<file path="src/rtl/qspi_rx_sampler_if.sv">
// Receive-side control and byte-stream bundle between the QSPI sampler and the AHB register block.
interface qspi_rx_sampler_if;
    logic        rx_start_i;
    logic [15:0] rx_len_i;
    logic [1:0]  rx_mode_i;
    logic [7:0]  rx_data_o;
    logic        rx_valid_o;
    logic        rx_ready_i;
    logic        rx_busy_o;
    logic        rx_done_o;
    logic        rx_ovf_o;

    modport slave (
        input  rx_start_i, rx_len_i, rx_mode_i, rx_ready_i,
        output rx_data_o, rx_valid_o, rx_busy_o, rx_done_o, rx_ovf_o
    );

    modport master (
        output rx_start_i, rx_len_i, rx_mode_i, rx_ready_i,
        input  rx_data_o, rx_valid_o, rx_busy_o, rx_done_o, rx_ovf_o
    );
endinterface

</file>
<file path="src/rtl/qspi_rx_sampler.sv">
// QSPI receive sampler: samples flash data on SCLK rising edges in x1/x2/x4 mode, packs bytes MSB-first into a FIFO.
// Latency: a completed byte is visible on rx_data_o/rx_valid_o the cycle after its last sampling strobe.
// Backpressure: FIFO absorbs FIFO_DEPTH bytes; a byte arriving when full (and no pop) is dropped and rx_ovf_o is set.
module qspi_rx_sampler #(
    parameter int FIFO_DEPTH = 4,
    parameter int FIFO_AW    = 2
) (
    input  logic               ahb_clk_i,
    input  logic               ahb_rst_i,
    input  logic               qspi_clk_i,
    input  logic               qspi_fullrate_i,
    input  logic [3:0]         qspi_io_i,
    qspi_rx_sampler_if.slave   rx_if
);

    typedef enum logic [1:0] {ST_IDLE, ST_SHIFT, ST_DONE} state_t;

    state_t             state_q, state_d;
    logic               clk_d;
    logic               strobe;
    logic [1:0]         mode_q;
    logic [15:0]        byte_cnt_q;
    logic [2:0]         bit_cnt_q;
    logic [2:0]         last_bit;
    logic [7:0]         sr_q, sr_d;
    logic               start_acc;
    logic               byte_done;
    logic               ovf_q;

    logic [7:0]         mem [FIFO_DEPTH];
    logic [FIFO_AW:0]   wr_ptr_q, rd_ptr_q;
    logic               fifo_empty, fifo_full;
    logic               push, pop, drop;

    assign strobe    = qspi_fullrate_i | (qspi_clk_i & ~clk_d);
    assign start_acc = rx_if.rx_start_i & (state_q == ST_IDLE);
    assign byte_done = (state_q == ST_SHIFT) & strobe & (bit_cnt_q == last_bit);

    // Mode 2'b11 falls through to the single-lane default.
    always_comb begin
        sr_d     = {sr_q[6:0], qspi_io_i[1]};
        last_bit = 3'd7;
        case (mode_q)
            2'b01: begin
                sr_d     = {sr_q[5:0], qspi_io_i[1:0]};
                last_bit = 3'd3;
            end
            2'b10: begin
                sr_d     = {sr_q[3:0], qspi_io_i[3:0]};
                last_bit = 3'd1;
            end
            default: ;
        endcase
    end

    always_comb begin
        state_d = state_q;
        case (state_q)
            ST_IDLE:  if (rx_if.rx_start_i) state_d = (rx_if.rx_len_i == 16'd0) ? ST_DONE : ST_SHIFT;
            ST_SHIFT: if (byte_done && byte_cnt_q == 16'd1) state_d = ST_DONE;
            ST_DONE:  state_d = ST_IDLE;
            default:  state_d = ST_IDLE;
        endcase
    end

    always_ff @(posedge ahb_clk_i or negedge ahb_rst_i) begin
        if (!ahb_rst_i) state_q <= ST_IDLE;
        else            state_q <= state_d;
    end

    always_ff @(posedge ahb_clk_i or negedge ahb_rst_i) begin
        if (!ahb_rst_i) begin
            clk_d      <= 1'b0;
            mode_q     <= 2'b00;
            byte_cnt_q <= 16'd0;
            bit_cnt_q  <= 3'd0;
            sr_q       <= 8'd0;
            ovf_q      <= 1'b0;
        end else begin
            clk_d <= qspi_clk_i;
            if (start_acc) begin
                mode_q     <= rx_if.rx_mode_i;
                byte_cnt_q <= rx_if.rx_len_i;
                bit_cnt_q  <= 3'd0;
                sr_q       <= 8'd0;
            end else if (state_q == ST_SHIFT && strobe) begin
                sr_q      <= sr_d;
                bit_cnt_q <= byte_done ? 3'd0 : bit_cnt_q + 3'd1;
                if (byte_done) byte_cnt_q <= byte_cnt_q - 16'd1;
            end
            if (start_acc)  ovf_q <= 1'b0;
            else if (drop)  ovf_q <= 1'b1;
        end
    end

    // Extra pointer MSB distinguishes full from empty when the indices match.
    assign fifo_empty = (wr_ptr_q == rd_ptr_q);
    assign fifo_full  = (wr_ptr_q[FIFO_AW] != rd_ptr_q[FIFO_AW]) &&
                        (wr_ptr_q[FIFO_AW-1:0] == rd_ptr_q[FIFO_AW-1:0]);
    assign pop        = ~fifo_empty & rx_if.rx_ready_i;
    assign push       = byte_done & (~fifo_full | pop);
    assign drop       = byte_done & fifo_full & ~pop;

    always_ff @(posedge ahb_clk_i or negedge ahb_rst_i) begin
        if (!ahb_rst_i) begin
            wr_ptr_q <= '0;
            rd_ptr_q <= '0;
        end else begin
            if (push) wr_ptr_q <= wr_ptr_q + 1'b1;
            if (pop)  rd_ptr_q <= rd_ptr_q + 1'b1;
        end
    end

    always_ff @(posedge ahb_clk_i) begin
        if (push) mem[wr_ptr_q[FIFO_AW-1:0]] <= sr_d;
    end

    assign rx_if.rx_data_o  = fifo_empty ? 8'h00 : mem[rd_ptr_q[FIFO_AW-1:0]];
    assign rx_if.rx_valid_o = ~fifo_empty;
    assign rx_if.rx_busy_o  = (state_q == ST_SHIFT);
    assign rx_if.rx_done_o  = (state_q == ST_DONE);
    assign rx_if.rx_ovf_o   = ovf_q;

endmodule

</file>
<file path="src/flat_wrapper.sv">
// flat-port wrapper written by rule: the top's interface ports become plain ports
module qspi_rx_sampler_flat 
#(
    parameter int FIFO_DEPTH = 4,
    parameter int FIFO_AW    = 2
)
  (ahb_clk_i, ahb_rst_i, qspi_clk_i, qspi_fullrate_i, qspi_io_i, rx_if_rx_start_i, rx_if_rx_len_i, rx_if_rx_mode_i, rx_if_rx_ready_i, rx_if_rx_data_o, rx_if_rx_valid_o, rx_if_rx_busy_o, rx_if_rx_done_o, rx_if_rx_ovf_o);
  qspi_rx_sampler_if rx_if_i ();
  input  logic ahb_clk_i;
  input  logic ahb_rst_i;
  input  logic qspi_clk_i;
  input  logic qspi_fullrate_i;
  input  logic [3:0] qspi_io_i;
  input wire logic [$bits(rx_if_i.rx_start_i)-1:0] rx_if_rx_start_i;
  input wire logic [$bits(rx_if_i.rx_len_i)-1:0] rx_if_rx_len_i;
  input wire logic [$bits(rx_if_i.rx_mode_i)-1:0] rx_if_rx_mode_i;
  input wire logic [$bits(rx_if_i.rx_ready_i)-1:0] rx_if_rx_ready_i;
  output wire logic [$bits(rx_if_i.rx_data_o)-1:0] rx_if_rx_data_o;
  output wire logic [$bits(rx_if_i.rx_valid_o)-1:0] rx_if_rx_valid_o;
  output wire logic [$bits(rx_if_i.rx_busy_o)-1:0] rx_if_rx_busy_o;
  output wire logic [$bits(rx_if_i.rx_done_o)-1:0] rx_if_rx_done_o;
  output wire logic [$bits(rx_if_i.rx_ovf_o)-1:0] rx_if_rx_ovf_o;
  assign rx_if_i.rx_start_i = rx_if_rx_start_i;
  assign rx_if_i.rx_len_i = rx_if_rx_len_i;
  assign rx_if_i.rx_mode_i = rx_if_rx_mode_i;
  assign rx_if_i.rx_ready_i = rx_if_rx_ready_i;
  assign rx_if_rx_data_o = rx_if_i.rx_data_o;
  assign rx_if_rx_valid_o = rx_if_i.rx_valid_o;
  assign rx_if_rx_busy_o = rx_if_i.rx_busy_o;
  assign rx_if_rx_done_o = rx_if_i.rx_done_o;
  assign rx_if_rx_ovf_o = rx_if_i.rx_ovf_o;
  qspi_rx_sampler #(.FIFO_DEPTH(FIFO_DEPTH), .FIFO_AW(FIFO_AW)) u_core (.ahb_clk_i(ahb_clk_i), .ahb_rst_i(ahb_rst_i), .qspi_clk_i(qspi_clk_i), .qspi_fullrate_i(qspi_fullrate_i), .qspi_io_i(qspi_io_i), .rx_if(rx_if_i));
endmodule
</file>
<file path="config.mk">
export PLATFORM = sky130hd
export DESIGN_NAME = qspi_rx_sampler_flat
export DESIGN_NICKNAME = d
export VERILOG_FILES = /design/src/rtl/qspi_rx_sampler_if.sv /design/src/rtl/qspi_rx_sampler.sv /design/src/flat_wrapper.sv
export SDC_FILE = /design/constraint.sdc
export NUM_CORES = 1
export LEC_CHECK = 0
export CAP_MARGIN = 20
export CORE_MARGIN = 2
export CORE_UTILIZATION = 47
export DETAILED_ROUTE_END_ITERATION = 10
export PLACE_DENSITY_LB_ADDON = 0.15
export SKIP_LAST_GASP = 1
export SYNTH_ARGS = -nofsm -noshare
export SYNTH_HDL_FRONTEND = slang
export SYNTH_SLANG_ARGS = --single-unit
</file>
<file path="constraint.sdc">
create_clock -name ahb_clk_i -period 2.3 [get_ports ahb_clk_i]
set_input_delay 0.46 -clock ahb_clk_i [delete_from_list [all_inputs] [get_ports ahb_clk_i]]
set_output_delay 0.46 -clock ahb_clk_i [all_outputs]
set_load 0.03 [all_outputs]
</file>
[After elaboration in Yosys (flattened, before gate mapping)]
Memories as Yosys holds them, arrays and structs flattened.
Cells that the tools add are included.
Widths: inputs -> output; s select.
Operators by class
  bitwise operators: 14
  reductions and logical operators: 10
  muxes and demuxes: 19
  $add $sub $neg: 4
  equality and inequality tests: 11
Operators by type and width (number)
  $mux 16: 3
  $eq 16x1->1 const B: 1
  $logic_not 16->1: 1
  $pmux 8 s2: 1
  $sub 16x1->16 const B: 1
  $mux 7: 2
  $add 3x1->3 const B: 3
  $mux 3: 3
  $and 1x1->1: 8
  $mux 8: 1
  $eq 3x3->1: 2
  $mux 2: 3
  $pmux 3 s2: 1
  $reduce_bool 2->1: 3
  $eq 2x1->1 const B: 2
  $eq 2x2->1 const B: 2
  $mux 1: 4
  $not 1->1: 4
  $pmux 2 s2: 1
  $reduce_and 2->1: 2
  $logic_and 1x1->1: 3
  $eq 2x2->1: 1
  $logic_not 2->1: 1
  $ne 2x1->1 const B: 1
  3 further kinds: 4
Storage, ports and cells
  output and inout port bits: 12
  flip-flop bits (word level): 38
  logic and storage cells: 68
  input port bits: 28
  memories kept: 1
  bits in writable memories: 32
Memory list
  u_core.mem: words 4, bits a word 8, read ports 1, clocked after memory_dff 0, wr ports 1, line qspi_rx_sampler.sv:30  | logic [7:0] mem [FIFO_DEPTH];

[Depth between registers and ports, before layout]
  word-level depth: 9
  mapped depth: 10
  gate-level depth less buffers: 7

[Worst setup path after synthesis]
Ideal clock, no wire load.
  path type: register to register
  start: register u_core.mode_q[0]
  end: register u_core.byte_cnt_q[12]
  setup time: 0.090 ns
  stages on the path, launching flop included: 10
  arrival time: 2.167 ns
  slack: 0.043 ns
  path buffers: 2
  cell sequence: dfrtp_1 > inv_1 > ha_1 > buf_2 > xnor2_2 > nand3_2 > or2_1 > buf_2 > or4_1 > o221ai_1
On the way
  word-level cells in the longest chain between the ends: 6
Ends and longest elaborated chain
  start: declaration: line qspi_rx_sampler.sv:21  | logic [1:0] mode_q;
  start signal: assignment: line qspi_rx_sampler.sv:82  | mode_q <= rx_if.rx_mode_i;
  $eq 2x2->1 / $eq 2x1->1 (equally long branches): line qspi_rx_sampler.sv:43  | case (mode_q)
  $pmux 3 s2 *: line qspi_rx_sampler.sv:43
  $eq 3x3->1 *: line qspi_rx_sampler.sv:37  | assign byte_done = (state_q == ST_SHIFT) & strobe & (bit_cnt_q == last_bit);
  $and 1x1->1 *: line qspi_rx_sampler.sv:37
  $reduce_bool 2->1 (no line) *
  $reduce_and 2->1 (no line) *
  end signal: assignment: line qspi_rx_sampler.sv:83  | byte_cnt_q <= rx_if.rx_len_i;
  end signal: assignment: line qspi_rx_sampler.sv:89  | if (byte_done) byte_cnt_q <= byte_cnt_q - 16'd1;
  end: declaration: line qspi_rx_sampler.sv:22  | logic [15:0] byte_cnt_q;
Mark *: on every way between the ends. The rest lies on a longest branch, timed or not.
A chain may end at the register's enable or synchronous reset.

[Worst setup path in the final report]
  start: register u_core.rd_ptr_q[0]
  end: output rx_if_rx_data_o[6]
On the way
  word-level cells in the longest chain between the ends: 2
Ends and longest elaborated chain
  start: declaration: line qspi_rx_sampler.sv:31  | logic [FIFO_AW:0] wr_ptr_q, rd_ptr_q;
  start signal: assignment: line qspi_rx_sampler.sv:110  | if (pop) rd_ptr_q <= rd_ptr_q + 1'b1;
  $mem_v2 4x8 / $eq 3x3->1 (equally long branches)
  $mux 8 *: line qspi_rx_sampler.sv:118  | assign rx_if.rx_data_o = fifo_empty ? 8'h00 : mem[rd_ptr_q[FIFO_AW-1:0]];
  end: declaration: line flat_wrapper.sv:18  | output wire logic [$bits(rx_if_i.rx_data_o)-1:0] rx_if_rx_data_o;
Marks and branches as above.

==> impl_metrics.toml <==
[sta]
slew_viol_final = 0
max_freq_mhz = 456
finalCriticalPeriod_ns = 2.19
hold-worst-slack_ns = -0.00112
slew_headroom_pct = 53.8
hold_viol = 1
min_period_over_period_pct = 95.2
grt_setup_unrepaired = "false"
setup-tns-final_ns = 0
setup_viol = 0
worst-slew-pin-transition_ns = 0.685
finClkSkew_ns = 0.00652

[run]
cap_violations = 0

[placed_design]
dp_cells = 448
io_buffers = 39
dp_hpwl_mm = 4.99
gp_congestion = 0.811

[global_route]
grt_pass1_wl_mm = 11.3
grt_overflow = 0
track_usage_pct = 19.0
antenna_found_initial = 0
grt_pass1_vias = 2342
grt_max_degree = 22

[logic_synthesis]
synth-async-reset-ratio_pct = 54.3
synth_fp_nets = 334
ys_ff_latch = 70
synth-xor-area-share_pct = 3.00
ys_types = 44
synth_mux_area_share_pct = 5.88
synth_compound_area_share_pct = 10.2
ys_seq_area_share_pct = 55.8
synth_top_family_by_area = "simple AND/OR/NAND/NOR gates"
yosysWarnings = 0
synthesis.area_um2 = 3420
synth_edf_count = 32
syn_inst = 296
avgSynthCellArea_um2 = 11.6
synth-simple-area-share_pct = 18.3
synth_fa_ha_area_share_pct = 3.65
synth_ff_type = "dfrtp_1"

[clock_tree]
ctsResizeCount = 0
cts_tree = "built"
clockBufferDepth = 2
cts_root_buffer = "clkbuf_8"
htreeDepth = 3
cts_hold_buf = 0
post_cts_buffers = 0
clk_latency_ns = 0.36
cts.reportedPaths.clkPinSlew_ns = 0.08
cts_sinks = 70
numCtsBuffers = 9

[floorplan]
initial_core_util_pct = 48.0
core_um2 = 7140
num_io_pins = 40
die_h_um = 89.3
rows = 31
dieWidth_um = 89.3
fp.dieArea_um2 = 7980

[drt]
viasPerCell = 5.32
first_iter_violations = 134
drtAntennaViolNets = 0
vias = 2470
first_pass_iters = 4
drc_errors = 0
drt-total-wl_mm = 6.86
post_drt_wl_per_cell_um = 14.8

[final_layout]
syn_to_final_growth_pct = 25.7
fillers = 603
drive_above_1_share_pct = 21.1
layout.cells.non_filler = 464
antennaDiodeCount = 0
nets = 398

[worst_setup_path]
critPathRequiredTime_ns = 1.84
critPathSlowestCell = "mux4_2"
end_kind = "primary output"
critPathKind = "reg -> out"
crit_chain = "buf_12 -> mux4_2 -> and2_1 -> buf_4"
critPathLaunchType = "register"
worstPathMaxFanout = 11
r2r_slack_ns = 0.14
cpPeakStageDelay_ns = 0.51
cp.arrival_ns = 1.73

[status]
violations = "negative hold slack"
status = "finished with violations"

[power_and_ir_drop]
peakVddDrop_uv = 777
power.total_mw = 5.78
p_leak_nw = 1.72
p_per_area_nw_per_um2 = 1340

[worst_hold_path]
holdCritPathClass = "in -> async"
kinds of logic (layout without fill, tap and decap cells):
kind of cell | count (synthesis) | after routing
AND/OR/NAND/NOR | 120 | 120
flip-flops | 70 | 70
AO/OA/AOI/OAI | 51 | 51
buffers and inverters | 25 | 94
adder cells (fa/ha/maj) | 10 | 10
XOR/XNOR | 10 | 10
multiplexers | 10 | 10
power breakdown:
group | internal (mW) | switching (mW) | total [mW]
clock network | 0.415 | 0.529 | 0.943
logic | 1.26 | 1.55 | 2.80
registers | 1.76 | 0.269 | 2.03
total | 3.44 | 2.34 | 5.78
state kept, by name (all words and copies together), names as in the netlist:
name	cells
u_core.bit_cnt_q	3
u_core.clk_d	1
u_core.rd_ptr_q	3
u_core.state_q	2
u_core.byte_cnt_q	16
u_core.rx_if.rx_ovf_o	1
u_core.sr_q	7
u_core.mem	32
u_core.wr_ptr_q	3
u_core.mode_q	2
worst max-delay path: cells and delay by family (launching register included):
kind | cells | cell delay (ns)
muxes | 1 | 0.51
DFF | 1 | 0.38
buffers and inverters | 2 | 0.32
and+or+nand+nor | 1 | 0.17
routing by layer:
layer	track usage, %	vias up	wire (um)
li1	-	1216	-
met1	26.8	1185	3240
met2	28.3	57	3200
met3	4.16	12	255
met4	8.82	0	162
met5	0	-	0
through the flow:
stage          instance area, um^2  hold slack [ns]  setup WS (ns)  util (%)
2_1_floorplan                 3420            0.164         0.0430         -
3_3_place_gp                  4080            0.390       -0.00836      57.2
3_5_place_dp                  4080            0.394        -0.0567      57.2
4_1_cts                       4270          0.00259         0.0279      59.8
5_1_grt                       4300          0.00483         0.0252      60.3
6_report                      4300         -0.00112          0.109      60.3
Yosys cell counts, types with 2 or more instances:
master	number	area share (%)
nand3_1	11	1.6
nand2b_1	8	1.5
nand2_1	38	4.2
o311ai_1	3	0.77
o211ai_1	4	0.88
xnor2_1	3	0.77
edfxtp_1	32	28
xor2_1	5	1.3
nor2b_1	2	0.37
o21ai_0	21	3.1
buf_1	2	0.22
nor2_1	10	1.1
ha_1	10	3.7
nor3_1	7	1.0
inv_1	9	0.99
and2_1	12	2.2
clkbuf_1	9	0.99
or2_1	3	0.55
a21oi_1	3	0.44
a221o_1	7	2.0
a22oi_1	6	1.3
dfrtp_1	38	28
or4_1	4	0.88
or3_1	8	1.5
nor3b_1	3	0.66
buf_2	4	0.58
mux4_2	8	5.3
o221ai_1	3	0.77
nor4_1	8	1.5
path summary, 6_finish.rpt:
path / startpoint / endpoint / cells after the start
min in group ahb_clk_i: u_core.wr_ptr_q[2] / u_core.wr_ptr_q[2] / 1
min: ahb_rst_i / u_core.clk_d / 1
max in group asynchronous: ahb_rst_i / u_core.bit_cnt_q[2] / 2
max reg2reg: u_core.mode_q[0] / u_core.byte_cnt_q[12] / 7
min reg2reg: u_core.wr_ptr_q[2] / u_core.wr_ptr_q[2] / 1
max: u_core.rd_ptr_q[0] / rx_if_rx_data_o[6] / 4
layout by cell type, fill, tap and decap left out, types with 2 or more instances in the layout:
cell | netlist | layout
edfxtp_1 | 32 | 32
clkdlybuf4s50_1 | 0 | 29
or4_1 | 4 | 3
nand2_1 | 38 | 37
nor3_2 | 1 | 2
o311ai_1 | 3 | 3
clkbuf_8 | 0 | 9
inv_1 | 9 | 8
nor4_1 | 8 | 8
buf_4 | 0 | 38
o211ai_1 | 4 | 4
xnor2_1 | 3 | 3
nor3_1 | 7 | 6
o21ai_0 | 21 | 21
and2_1 | 12 | 12
inv_6 | 0 | 2
nand3_1 | 11 | 11
or3_1 | 8 | 8
nor2_1 | 10 | 10
o221ai_1 | 3 | 3
xor2_1 | 5 | 5
a221o_1 | 7 | 7
clkinvlp_4 | 0 | 2
dfrtp_1 | 38 | 38
nor3b_1 | 3 | 2
or2_1 | 3 | 2
inv_8 | 0 | 2
mux4_2 | 8 | 8
ha_1 | 10 | 9
nor2b_1 | 2 | 2
a21oi_1 | 3 | 3
nand2b_1 | 8 | 8
a22oi_1 | 6 | 6
layout make-up:
class	instances	area (um^2)	share of cell area [%]
clock buffers	9	124	2.88
flip-flops and latches	70	1910	44.4
well taps	99	124	2.88
inverters	9	33.8	0.785
repair buffers	69	601	14.0
multi-input cells	201	1440	33.6
clock inverters	7	63.8	1.48
Note: power is estimated with default switching activity, not from simulation.
